--- src/rtl/serial_bus_responder_if.sv ---
// Serial link and local register bus signals of the target-side responder.
// The slave modport is the responder, the master modport is the link/bus environment.
interface serial_bus_responder_if;
  logic        serialin;
  logic        serialout;
  logic        wr;
  logic [15:0] addr;
  logic [15:0] wrdata;
  logic [15:0] rddata;
  logic [15:0] rdcount;
  logic [15:0] wrcount;
  logic [15:0] bytecount;

  modport slave (
    input  serialin, rddata,
    output serialout, wr, addr, wrdata, rdcount, wrcount, bytecount
  );

  modport master (
    output serialin, rddata,
    input  serialout, wr, addr, wrdata, rdcount, wrcount, bytecount
  );
endinterface

--- src/rtl/serial_bus_responder.sv ---
// Target-side serial bus responder: deserialises 12-bit command frames, runs one
// 16-bit register read or write, and answers with data hi, data lo and status frames.
module serial_bus_responder #(
  parameter int unsigned GAP    = 2,
  parameter int unsigned NBYTES = 5
) (
  input  logic                  clk,
  input  logic                  reset,
  serial_bus_responder_if.slave bus
);
  // state | meaning
  // IDLE  | no response in flight; starts pending or just-completed command
  // EXEC  | address on bus, write strobe high for writes
  // LOAD  | read data sampled, first response frame launched
  // SEND  | shifting a response frame out, k = 0 hi, 1 lo, 2 status
  // GAP   | idle zeros after a frame
  typedef enum logic [2:0] {S_IDLE, S_EXEC, S_LOAD, S_SEND, S_GAP} state_t;

  state_t      state;
  logic        sin_q;
  logic [11:0] rx_sr;
  logic [31:0] word_q;
  logic [2:0]  byte_cnt;

  logic        pend_v, pend_rd, pend_wr;
  logic [7:0]  pend_status;
  logic [15:0] pend_addr, pend_wdata;

  logic        cur_rd;
  logic [7:0]  cur_status;
  logic [15:0] resp_data;
  logic [1:0]  k;
  logic [3:0]  bit_cnt, gap_cnt;
  logic [10:0] tx_sr;

  logic        serialout_q, wr_q;
  logic [15:0] addr_q, wrdata_q, rdcount_q, wrcount_q, bytecount_q;

  logic        frame_done, cmd_done, go;
  logic [39:0] word_next;
  logic [2:0]  cnt_next;
  logic        dec_rd, dec_wr;
  logic [7:0]  dec_status;
  logic        sel_rd, sel_wr;
  logic [7:0]  sel_status;
  logic [15:0] sel_addr, sel_wdata;
  logic [15:0] resp_next;
  logic        nxt_last;
  logic [7:0]  nxt_byte;
  logic [10:0] nxt_frame;

  assign frame_done = rx_sr[11] && (rx_sr[1:0] == 2'b00);
  assign cmd_done   = frame_done && rx_sr[10];
  assign word_next  = {word_q, rx_sr[9:2]};
  assign cnt_next   = (byte_cnt == 3'd7) ? 3'd7 : byte_cnt + 3'd1;

  always_comb begin
    dec_rd     = 1'b0;
    dec_wr     = 1'b0;
    dec_status = 8'h40;
    if (32'(cnt_next) != NBYTES) begin
      dec_status = 8'h80;
    end else if (word_next[39:32] == 8'h01) begin
      dec_rd     = 1'b1;
      dec_status = 8'h01;
    end else if (word_next[39:32] == 8'h02) begin
      dec_wr     = 1'b1;
      dec_status = 8'h02;
    end
  end

  // A pending command always runs before one completing in the same idle cycle.
  assign go         = (state == S_IDLE) && (pend_v || cmd_done);
  assign sel_rd     = pend_v ? pend_rd     : dec_rd;
  assign sel_wr     = pend_v ? pend_wr     : dec_wr;
  assign sel_status = pend_v ? pend_status : dec_status;
  assign sel_addr   = pend_v ? pend_addr   : word_next[31:16];
  assign sel_wdata  = pend_v ? pend_wdata  : word_next[15:0];

  assign resp_next = cur_rd ? bus.rddata : resp_data;

  always_comb begin
    nxt_last = 1'b0;
    nxt_byte = cur_status;
    if (state == S_LOAD) begin
      nxt_byte = resp_next[15:8];
    end else if (k == 2'd0) begin
      nxt_byte = resp_data[7:0];
    end else begin
      nxt_last = 1'b1;
    end
    nxt_frame = {nxt_last, nxt_byte, 2'b00};
  end

  always_ff @(posedge clk or posedge reset) begin
    if (reset) begin
      state       <= S_IDLE;
      sin_q       <= 1'b0;
      rx_sr       <= '0;
      word_q      <= '0;
      byte_cnt    <= '0;
      pend_v      <= 1'b0;
      pend_rd     <= 1'b0;
      pend_wr     <= 1'b0;
      pend_status <= '0;
      pend_addr   <= '0;
      pend_wdata  <= '0;
      cur_rd      <= 1'b0;
      cur_status  <= '0;
      resp_data   <= '0;
      k           <= '0;
      bit_cnt     <= '0;
      gap_cnt     <= '0;
      tx_sr       <= '0;
      serialout_q <= 1'b0;
      wr_q        <= 1'b0;
      addr_q      <= '0;
      wrdata_q    <= '0;
      rdcount_q   <= '0;
      wrcount_q   <= '0;
      bytecount_q <= '0;
    end else begin
      sin_q <= bus.serialin;
      wr_q  <= 1'b0;

      if (frame_done) begin
        rx_sr       <= '0;
        bytecount_q <= bytecount_q + 16'd1;
        if (rx_sr[10]) begin
          word_q   <= '0;
          byte_cnt <= '0;
        end else begin
          word_q   <= word_next[31:0];
          byte_cnt <= cnt_next;
        end
      end else begin
        rx_sr <= {rx_sr[10:0], sin_q};
      end

      if (cmd_done && (state != S_IDLE || pend_v)) begin
        pend_v      <= 1'b1;
        pend_rd     <= dec_rd;
        pend_wr     <= dec_wr;
        pend_addr   <= word_next[31:16];
        pend_wdata  <= word_next[15:0];
        pend_status <= (pend_v && state != S_IDLE) ? (dec_status | 8'h20) : dec_status;
      end else if (go) begin
        pend_v <= 1'b0;
      end

      case (state)
        S_IDLE: begin
          if (go) begin
            if (sel_rd || sel_wr) addr_q <= sel_addr;
            if (sel_wr) begin
              wrdata_q  <= sel_wdata;
              wr_q      <= 1'b1;
              wrcount_q <= wrcount_q + 16'd1;
            end
            cur_rd     <= sel_rd;
            cur_status <= sel_status;
            resp_data  <= sel_wr ? sel_wdata : 16'h0000;
            state      <= S_EXEC;
          end
        end
        S_EXEC: state <= S_LOAD;
        S_LOAD: begin
          if (cur_rd) rdcount_q <= rdcount_q + 16'd1;
          resp_data   <= resp_next;
          serialout_q <= 1'b1;
          tx_sr       <= nxt_frame;
          bit_cnt     <= 4'd11;
          k           <= 2'd0;
          state       <= S_SEND;
        end
        S_SEND: begin
          if (bit_cnt != 4'd0) begin
            serialout_q <= tx_sr[10];
            tx_sr       <= {tx_sr[9:0], 1'b0};
            bit_cnt     <= bit_cnt - 4'd1;
          end else if (GAP != 0) begin
            serialout_q <= 1'b0;
            gap_cnt     <= 4'(GAP - 1);
            state       <= S_GAP;
          end else if (k == 2'd2) begin
            serialout_q <= 1'b0;
            state       <= S_IDLE;
          end else begin
            serialout_q <= 1'b1;
            tx_sr       <= nxt_frame;
            bit_cnt     <= 4'd11;
            k           <= k + 2'd1;
          end
        end
        S_GAP: begin
          if (gap_cnt != 4'd0) begin
            gap_cnt <= gap_cnt - 4'd1;
          end else if (k == 2'd2) begin
            state <= S_IDLE;
          end else begin
            serialout_q <= 1'b1;
            tx_sr       <= nxt_frame;
            bit_cnt     <= 4'd11;
            k           <= k + 2'd1;
            state       <= S_SEND;
          end
        end
        default: state <= S_IDLE;
      endcase
    end
  end

  assign bus.serialout = serialout_q;
  assign bus.wr        = wr_q;
  assign bus.addr      = addr_q;
  assign bus.wrdata    = wrdata_q;
  assign bus.rdcount   = rdcount_q;
  assign bus.wrcount   = wrcount_q;
  assign bus.bytecount = bytecount_q;
endmodule

--- src/flat_wrapper.sv ---
// flat-port wrapper written by rule: the top's interface ports become plain ports
module serial_bus_responder_flat 
#(
  parameter int unsigned GAP    = 2,
  parameter int unsigned NBYTES = 5
)
  (clk, reset, bus_serialin, bus_rddata, bus_serialout, bus_wr, bus_addr, bus_wrdata, bus_rdcount, bus_wrcount, bus_bytecount);
  serial_bus_responder_if bus_i ();
  input  logic clk;
  input  logic reset;
  input wire logic [$bits(bus_i.serialin)-1:0] bus_serialin;
  input wire logic [$bits(bus_i.rddata)-1:0] bus_rddata;
  output wire logic [$bits(bus_i.serialout)-1:0] bus_serialout;
  output wire logic [$bits(bus_i.wr)-1:0] bus_wr;
  output wire logic [$bits(bus_i.addr)-1:0] bus_addr;
  output wire logic [$bits(bus_i.wrdata)-1:0] bus_wrdata;
  output wire logic [$bits(bus_i.rdcount)-1:0] bus_rdcount;
  output wire logic [$bits(bus_i.wrcount)-1:0] bus_wrcount;
  output wire logic [$bits(bus_i.bytecount)-1:0] bus_bytecount;
  assign bus_i.serialin = bus_serialin;
  assign bus_i.rddata = bus_rddata;
  assign bus_serialout = bus_i.serialout;
  assign bus_wr = bus_i.wr;
  assign bus_addr = bus_i.addr;
  assign bus_wrdata = bus_i.wrdata;
  assign bus_rdcount = bus_i.rdcount;
  assign bus_wrcount = bus_i.wrcount;
  assign bus_bytecount = bus_i.bytecount;
  serial_bus_responder #(.GAP(GAP), .NBYTES(NBYTES)) u_core (.clk(clk), .reset(reset), .bus(bus_i));
endmodule
--- config.mk ---
export PLATFORM = sky130hd
export DESIGN_NAME = serial_bus_responder_flat
export DESIGN_NICKNAME = d
export VERILOG_FILES = /design/src/rtl/serial_bus_responder_if.sv /design/src/rtl/serial_bus_responder.sv /design/src/flat_wrapper.sv
export SDC_FILE = /design/constraint.sdc
export NUM_CORES = 1
export LEC_CHECK = 0
export BUFFER_PORTS_ARGS = -buffer_cell sky130_fd_sc_hd__buf_2
export CORE_MARGIN = 8
export CORE_UTILIZATION = 40
export DETAILED_ROUTE_END_ITERATION = 6
export GPL_TIMING_DRIVEN = 0
export HOLD_SLACK_MARGIN = 0.1
export SLEW_MARGIN = 40
export SYNTH_ARGS = -nofsm -noshare
export SYNTH_HDL_FRONTEND = slang
export SYNTH_SLANG_ARGS = --single-unit
--- constraint.sdc ---
create_clock -name clk -period 9.43 [get_ports clk]
set_clock_uncertainty 0.15 [all_clocks]
set_input_delay 2.829 -clock clk [delete_from_list [all_inputs] [get_ports clk]]
set_output_delay 2.829 -clock clk [all_outputs]
set_load 0.005 [all_outputs]
==> metrics, run 1 <==
Synth cell types 61; Peak VDD IR 0.130 mV; top cell family by delay on the critical path flip-flops; Root Buffer clkbuf_16; RePlAce Congestion 0.759; DRT iter0 DRCs 402; WP data required 6.45 ns; maximum buffer depth of the clock tree 3; min cycle time layout 4.10 ns; final setup violation count 0; reg2reg end u_core.bus.wrcount[13]$_DFFE_PP0P_; fmax 0.244 GHz; Post-layout nets 1073; Worst Hold End u_core.rx_sr[0]$_DFF_PP0_; row count 56; Layout Area Growth over Synthesis 18.5%; setup_tns 0 ns; startpoint types flop; CTS tree done; reg2reg start u_core.word_q[31]$_DFFE_PP0P_; Synth Cell Area 9440 um^2; register area share after synthesis 0.559; CP Class reg2out; die width 170 um; final count of hold timing violations 0; DRC violations left 0; Register-to-Register Path Depth 6; vias 6786; Die Area 28800 um^2; setup slack, reg-to-reg 7.11 ns; worst slew pin tran 0.615 ns; final worst path period share 0.435; drt pass-1 iters 5; total CTS buffers 25; first-pass GRT wire length 37.7 mm; antenna cells 0; vias in the first global route 6978; worst-path fanout max 6; Sink Count 211; CTS H-tree lvls 1; Worst-path clk slew 0.06 ns; pin count of the biggest net entering global routing 62; ys flop type dfrtp_1; max-cap violations 0; Finished Layout Cells 1379; Die Y 170 um; dpl cells 1336; vias per cell 4.92; multi-input combinational cell area 3880 um^2; grt ovf 0; Routed Wire Length 22.3 mm; Fill cells 2259; PwrDens 231 nW/um^2; slowest CP cell dfrtp_1; hold-fix buffers at CTS 0; crit-path cells buf_2; Post-synth EDFFs 0; remaining antenna violation count 0; unrepaired setup endpoints after global routing no; Avg WL per Cell 16.2 um; share of layout cells above drive strength 1 0.200; Final Core Density 0.479; HPWL after detailed placement 16.3 mm; total leakage power 0.00557 uW; number of antenna violations at the first check in global routing 0; crit-path max cell delay 0.44 ns; Worst-Skew Late Latency 0.52 ns; register area 5280 um^2; syn_area_per_cell 10.3 um^2; post-CTS setup buffers 0; synthesized net count 943; PostCTS Resize Cnt 0; Initial Utilization 0.405; Critical Path AT 1.12 ns; Hold Path Origin u_core.sin_q$_DFF_PP0_; Slew headroom 0.590; crit end category primary output; ys async rst share 1.00; Core ar. 23300 um^2; hold depth 1; I/O pins 101; warnings from Yosys 0; status complete, no violations; worst hold slack 0.307 ns; Port Buffers 100; Worst Path Buf+Inv 1; Total GRT Usage 0.158; final-report max-slew violation count 0; Syn Inst Count 914; register bit total from synthesis 211; Hold WC Path Type reg2reg
[layer usage]
layer	vias up	share of wire	GRT usage	routed length [um]
met2	120	0.46	0.257	10300
met4	0	0.018	0.0381	401
li1	3367	-	-	-
met1	3272	0.48	0.219	10600
met5	-	0	0	0
met3	27	0.042	0.0251	947
[synth_stat cells (all sizes together), types with 2 or more instances]
cell type | instances | area share
nor2 | 36 | 0.014
or3b | 2 | 0.0019
nand3b | 33 | 0.026
a32oi | 2 | 0.0019
or2 | 2 | 0.0013
o221a | 5 | 0.0060
nand4 | 16 | 0.011
a31oi | 3 | 0.0020
and4bb | 2 | 0.0026
and4 | 3 | 0.0028
nand2 | 234 | 0.093
buf | 17 | 0.0097
clkbuf | 34 | 0.014
o22a | 4 | 0.0037
nor3b | 4 | 0.0037
ha | 10 | 0.013
and3 | 6 | 0.0040
or3 | 2 | 0.0013
a311oi | 5 | 0.0046
a21oi | 17 | 0.0090
nor3 | 5 | 0.0032
nor2b | 6 | 0.0040
a32o | 2 | 0.0021
o211ai | 3 | 0.0024
xnor2 | 38 | 0.035
mux2 | 37 | 0.044
xor2 | 14 | 0.013
dfrtp | 211 | 0.56
a21o | 4 | 0.0033
mux2i | 25 | 0.027
nand3 | 22 | 0.012
o21ai | 54 | 0.030
a211oi | 9 | 0.0085
inv | 17 | 0.0068
and2 | 12 | 0.0080
nand2b | 5 | 0.0033
[power breakdown]
part,internal [uW],switching [uW],leakage [uW]
clock,515,367,0.000367
combinational,217,288,0.00235
sequential,1060,135,0.00286
[worst max-delay path by stage]
| stage | from | to | depth (start not counted) |
|---|---|---|---|
| after floorplan | reset | u_core.bit_cnt[0]$_DFFE_PP0P_ | 1 |
| after global placement | reset | u_core.bit_cnt[2]$_DFFE_PP0P_ | 2 |
| after detailed placement | reset | u_core.bus.bytecount[15]$_DFFE_PP0P_ | 4 |
| after CTS | u_core.bus.rdcount[3]$_DFFE_PP0P_ | bus_rdcount[3] | 1 |
| after global routing | u_core.bus.rdcount[3]$_DFFE_PP0P_ | bus_rdcount[3] | 1 |
| final | u_core.bus.rdcount[3]$_DFFE_PP0P_ | bus_rdcount[3] | 1 |
[stage by stage]
step	setup slack [ns]	area (um^2)	power [uW]
after floorplan	0.685	9440	1550
after global placement	-2.01	10300	1700
after detailed placement	5.41	10400	1720
after CTS	5.30	11200	2610
after global routing	5.26	11200	2750
final	5.33	11200	2580
[cells by family (layout without fill, tap and decap cells)]
kind of cell             Yosys count  in the layout  synth area share
AND/OR/NAND/NOR                  395            395             0.198
flip-flops                       211            211             0.559
adder cells (fa/ha/maj)           10             10            0.0133
buffers and inverters             68            214            0.0301
multiplexers                      62             62            0.0706
XOR/XNOR                          52             52            0.0482
AO/OA/AOI/OAI                    116            116            0.0804
[area by class of cell]
cell class / instances / area share
well taps: 319 / 0.0357
clock inverters: 5 / 0.00392
inverters: 17 / 0.00638
plain buffers: 51 / 0.0197
flip-flops and latches: 211 / 0.472
repair buffers: 103 / 0.0521
clock buffers: 38 / 0.0630
multi-input cells: 635 / 0.347
[cell usage in the layout (no fill, tap or decap), types with 3 or more instances in the layout]
master / count
a21oi_1: 17
and4_1: 3
nand2b_1: 5
dfrtp_1: 211
xnor2_1: 38
o22a_1: 4
o21ai_0: 48
nor2_1: 36
mux2i_1: 25
nand3b_1: 33
o21ai_1: 3
a211oi_1: 8
mux2_2: 37
a21o_1: 3
inv_1: 15
a311oi_1: 5
and3_1: 6
clkbuf_16: 25
nand2_1: 234
nand4_1: 16
o221a_2: 5
buf_2: 116
o211ai_1: 3
buf_16: 3
and2_1: 12
nor3_1: 4
clkinv_2: 3
ha_1: 10
xor2_1: 14
a31oi_1: 3
nor2b_1: 6
clkbuf_1: 43
nand3_1: 21
clkbuf_8: 3
o21ai_2: 3
[sequential cells by signal, indices dropped and copies added (netlist names)]
name	cells
u_core.word_q	32
u_core.bus.addr	16
u_core.bus.bytecount	16
u_core.bus.rdcount	16
u_core.bus.wrcount	16
u_core.bus.wrdata	16
u_core.pend_addr	16
u_core.pend_wdata	16
u_core.resp_data	16
u_core.rx_sr	12
u_core.tx_sr	9
u_core.cur_status	5
u_core.pend_status	5
u_core.bit_cnt	4
u_core.gap_cnt	4
u_core.byte_cnt	3
u_core.state	3
u_core.k	2
u_core.bus.serialout	1
u_core.bus.wr	1
u_core.pend_v	1
u_core.sin_q	1
No activity file was read; power rests on OpenSTA's default activity.
==> inputs of run 2 (changes only) <==
Settings changed: ABC_AREA from default to 1.
Clock period 9.43 ns to 3.8 ns, I/O delays scaled along.
==> metrics, run 2 <==
setup_tns 0 ns (unchanged); Hold WC Path Type reg2reg; syn_area_per_cell 8.23 um^2 (-20%); CP Class reg2out; Avg WL per Cell 14.9 um (-8.0%); Post-layout nets 1379 (+29%); DRC violations left 0 (unchanged); PwrDens 605 nW/um^2 (+160%); post-CTS setup buffers 0 (unchanged); synth cell count leaders nand2_1 (345), dfrtp_1 (211), inv_1 (132); Synth area leader dfrtp_1; most frequent cell after synthesis nand2_1; first-pass GRT wire length 41.9 mm (+11%); register area share after synthesis 0.530 (-0.0296); multiplexer share of the synthesized area 0 (-0.0706); Layout Area Growth over Synthesis 20.8%; Peak VDD IR 0.268 mV (+110%); Fill cells 2386 (+5.6%); Post-synth EDFFs 0 (unchanged); die width 174 um (+2.5%); commonest non-fill, non-tap cells in the layout nand2_1 (345), dfrtp_1 (211), inv_1 (131); vias 8193 (+21%); total CTS buffers 26 (+4.0%); final worst path period share 0.637; Routed Wire Length 25.2 mm (+13%); largest family of logic cells by synthesized area simple AND/OR/NAND/NOR gates; ys flop type dfrtp_1; final count of hold timing violations 0 (unchanged); post-synthesis compound-gate area fraction 0.109 (+0.0281); total leakage power 0.00611 uW (+9.7%); xor/xnor share of the synthesized area 0.0272 (-0.0210); Initial Utilization 0.409 (+0.00409); CTS H-tree lvls 1 (unchanged); hold-fix buffers at CTS 0 (unchanged); most common cell after layout, fill and taps aside nand2_1; min cycle time layout 2.42 ns; max-cap violations 0 (unchanged); Core ar. 24400 um^2 (+4.5%); Worst-Skew Late Latency 0.52 ns (about the same); final instance area 12000 um^2 (+7.6%); grt ovf 0 (unchanged); Slew headroom 0.618 (+0.0282); max reg flops 32 (unchanged); setup slack, reg-to-reg 1.73 ns (-5.38 ns); vias per cell 4.84 (-1.7%); Critical Path AT 1.13 ns (about the same); maximum buffer depth of the clock tree 3 (unchanged); status complete, no violations; synthesized net count 1240 (+31%); DRT iter0 DRCs 559 (+39%); crit-path max cell delay 0.46 ns (+0.02 ns); worst slew pin tran 0.573 ns (-0.0423 ns); share of layout cells above drive strength 1 0.168 (-0.0321); Syn Inst Count 1211 (+32%); HPWL after detailed placement 18.8 mm (+16%); PostCTS Resize Cnt 0 (unchanged); slowest CP cell dfrtp_1; drt pass-1 iters 5 (unchanged); crit-path cells buf_2; register bit total from synthesis 211 (unchanged); crit end category primary output; CTS tree done; startpoint types flop; multi-input combinational cell area 3870 um^2 (-0.23%); post-synth top area share 0.530 (-0.0296); Worst-path clk slew 0.06 ns (about the same); Synth cell types 37 (-39%); number of antenna violations at the first check in global routing 0 (unchanged); Largest Register u_core.word_q; most area-consuming cells after synthesis dfrtp_1 (53%), nand2_1 (13%), o21ai_0 (6.2%); pin count of the biggest net entering global routing 26 (-58%); RePlAce Congestion 0.788 (+3.9%); Root Buffer clkbuf_16; row count 57 (+1.8%); Worst Path Buf+Inv 1 (unchanged); register area 5280 um^2 (unchanged); DP Area 11100 um^2 (+6.8%); Synth Cell Area 9970 um^2 (+5.6%); final setup violation count 0 (unchanged); simple-gate share of the synthesized area 0.240 (+0.0421); Post-Synth Adder-Cell Area 0.0126 (-0.000702); Sink Count 211 (unchanged); final-report max-slew violation count 0 (unchanged); fmax 0.413 GHz; remaining antenna violation count 0 (unchanged); antenna cells 0 (unchanged); vias in the first global route 8200 (+18%); ys async rst share 1.00 (unchanged); Port Buffers 100 (unchanged); Final Core Density 0.494 (+0.0142); worst-path fanout max 6 (unchanged); Total GRT Usage 0.165 (+0.00677); warnings from Yosys 0 (unchanged); WP data required 2.51 ns (-3.94 ns); top cell family by delay on the critical path flip-flops; Die Y 174 um (+2.5%); I/O pins 101 (unchanged); unrepaired setup endpoints after global routing no; Die Area 30200 um^2 (+5.1%)
run 2: path summary, 6_finish.rpt:
check | startpoint | to | cells after the start
setup / recovery | u_core.bus.rdcount[7]$_DFFE_PP0P_ | bus_rdcount[7] | 1
hold / removal | u_core.rx_sr[0]$_DFF_PP0_ | u_core.rx_sr[1]$_DFF_PP0_ | 1
setup reg to reg | u_core.byte_cnt[0]$_DFFE_PP0P_ | u_core.cur_status[1]$_DFFE_PP0P_ | 9
hold reg to reg | u_core.rx_sr[0]$_DFF_PP0_ | u_core.rx_sr[1]$_DFF_PP0_ | 1
max in group asynchronous | reset | u_core.bus.bytecount[9]$_DFFE_PP0P_ | 6
min in group asynchronous | reset | u_core.bus.rdcount[5]$_DFFE_PP0P_ | 2
run 2: routing by layer:
metal | track usage | vias to the layer above | part of all wire
met5 | 0 | - | 0
met4 | 0.0442 | 0 | 0.020
met3 | 0.0285 | 36 | 0.045
met2 | 0.277 | 154 | 0.47
met1 | 0.217 | 3870 | 0.46
li1 | - | 4133 | -
run 2: power breakdown:
group	internal [uW]	switching (uW)	leakage, uW
sequential	2680	208	0.00284
clock	1550	958	0.000439
combinational	658	1230	0.00284
total	4890	2390	0.00611
run 2: cell families after synthesis:
kind of cell	after synthesis
simple gates	567
xor+xnor	31
fa+ha+maj	10
flops	211
buf+inv	189
compound gates	203
run 2: metrics by stage:
| step | setup slack, ns | std cells | power, uW | hold WS, ns |
|---|---|---|---|---|
| after CTS | 1.35 | 1694 | 7360 | 0.308 |
| after floorplan | -0.232 | 1211 | 4250 | 0.280 |
| after global routing | 1.31 | 1694 | 7730 | 0.336 |
| final | 1.38 | 1694 | 7280 | 0.307 |
| after global placement | -1.73 | 1635 | 4740 | 0.284 |
| after detailed placement | 1.49 | 1646 | 4820 | 0.294 |
run 2: cell type report:
class                      count  area share
sequential                   211       0.439
clock inverter                13      0.0105
timing repair buffer         111      0.0638
buffer                        50      0.0242
multi-input combinational    811       0.322
clock buffer                  35      0.0636
tap                          324      0.0337
inverter                     139      0.0439
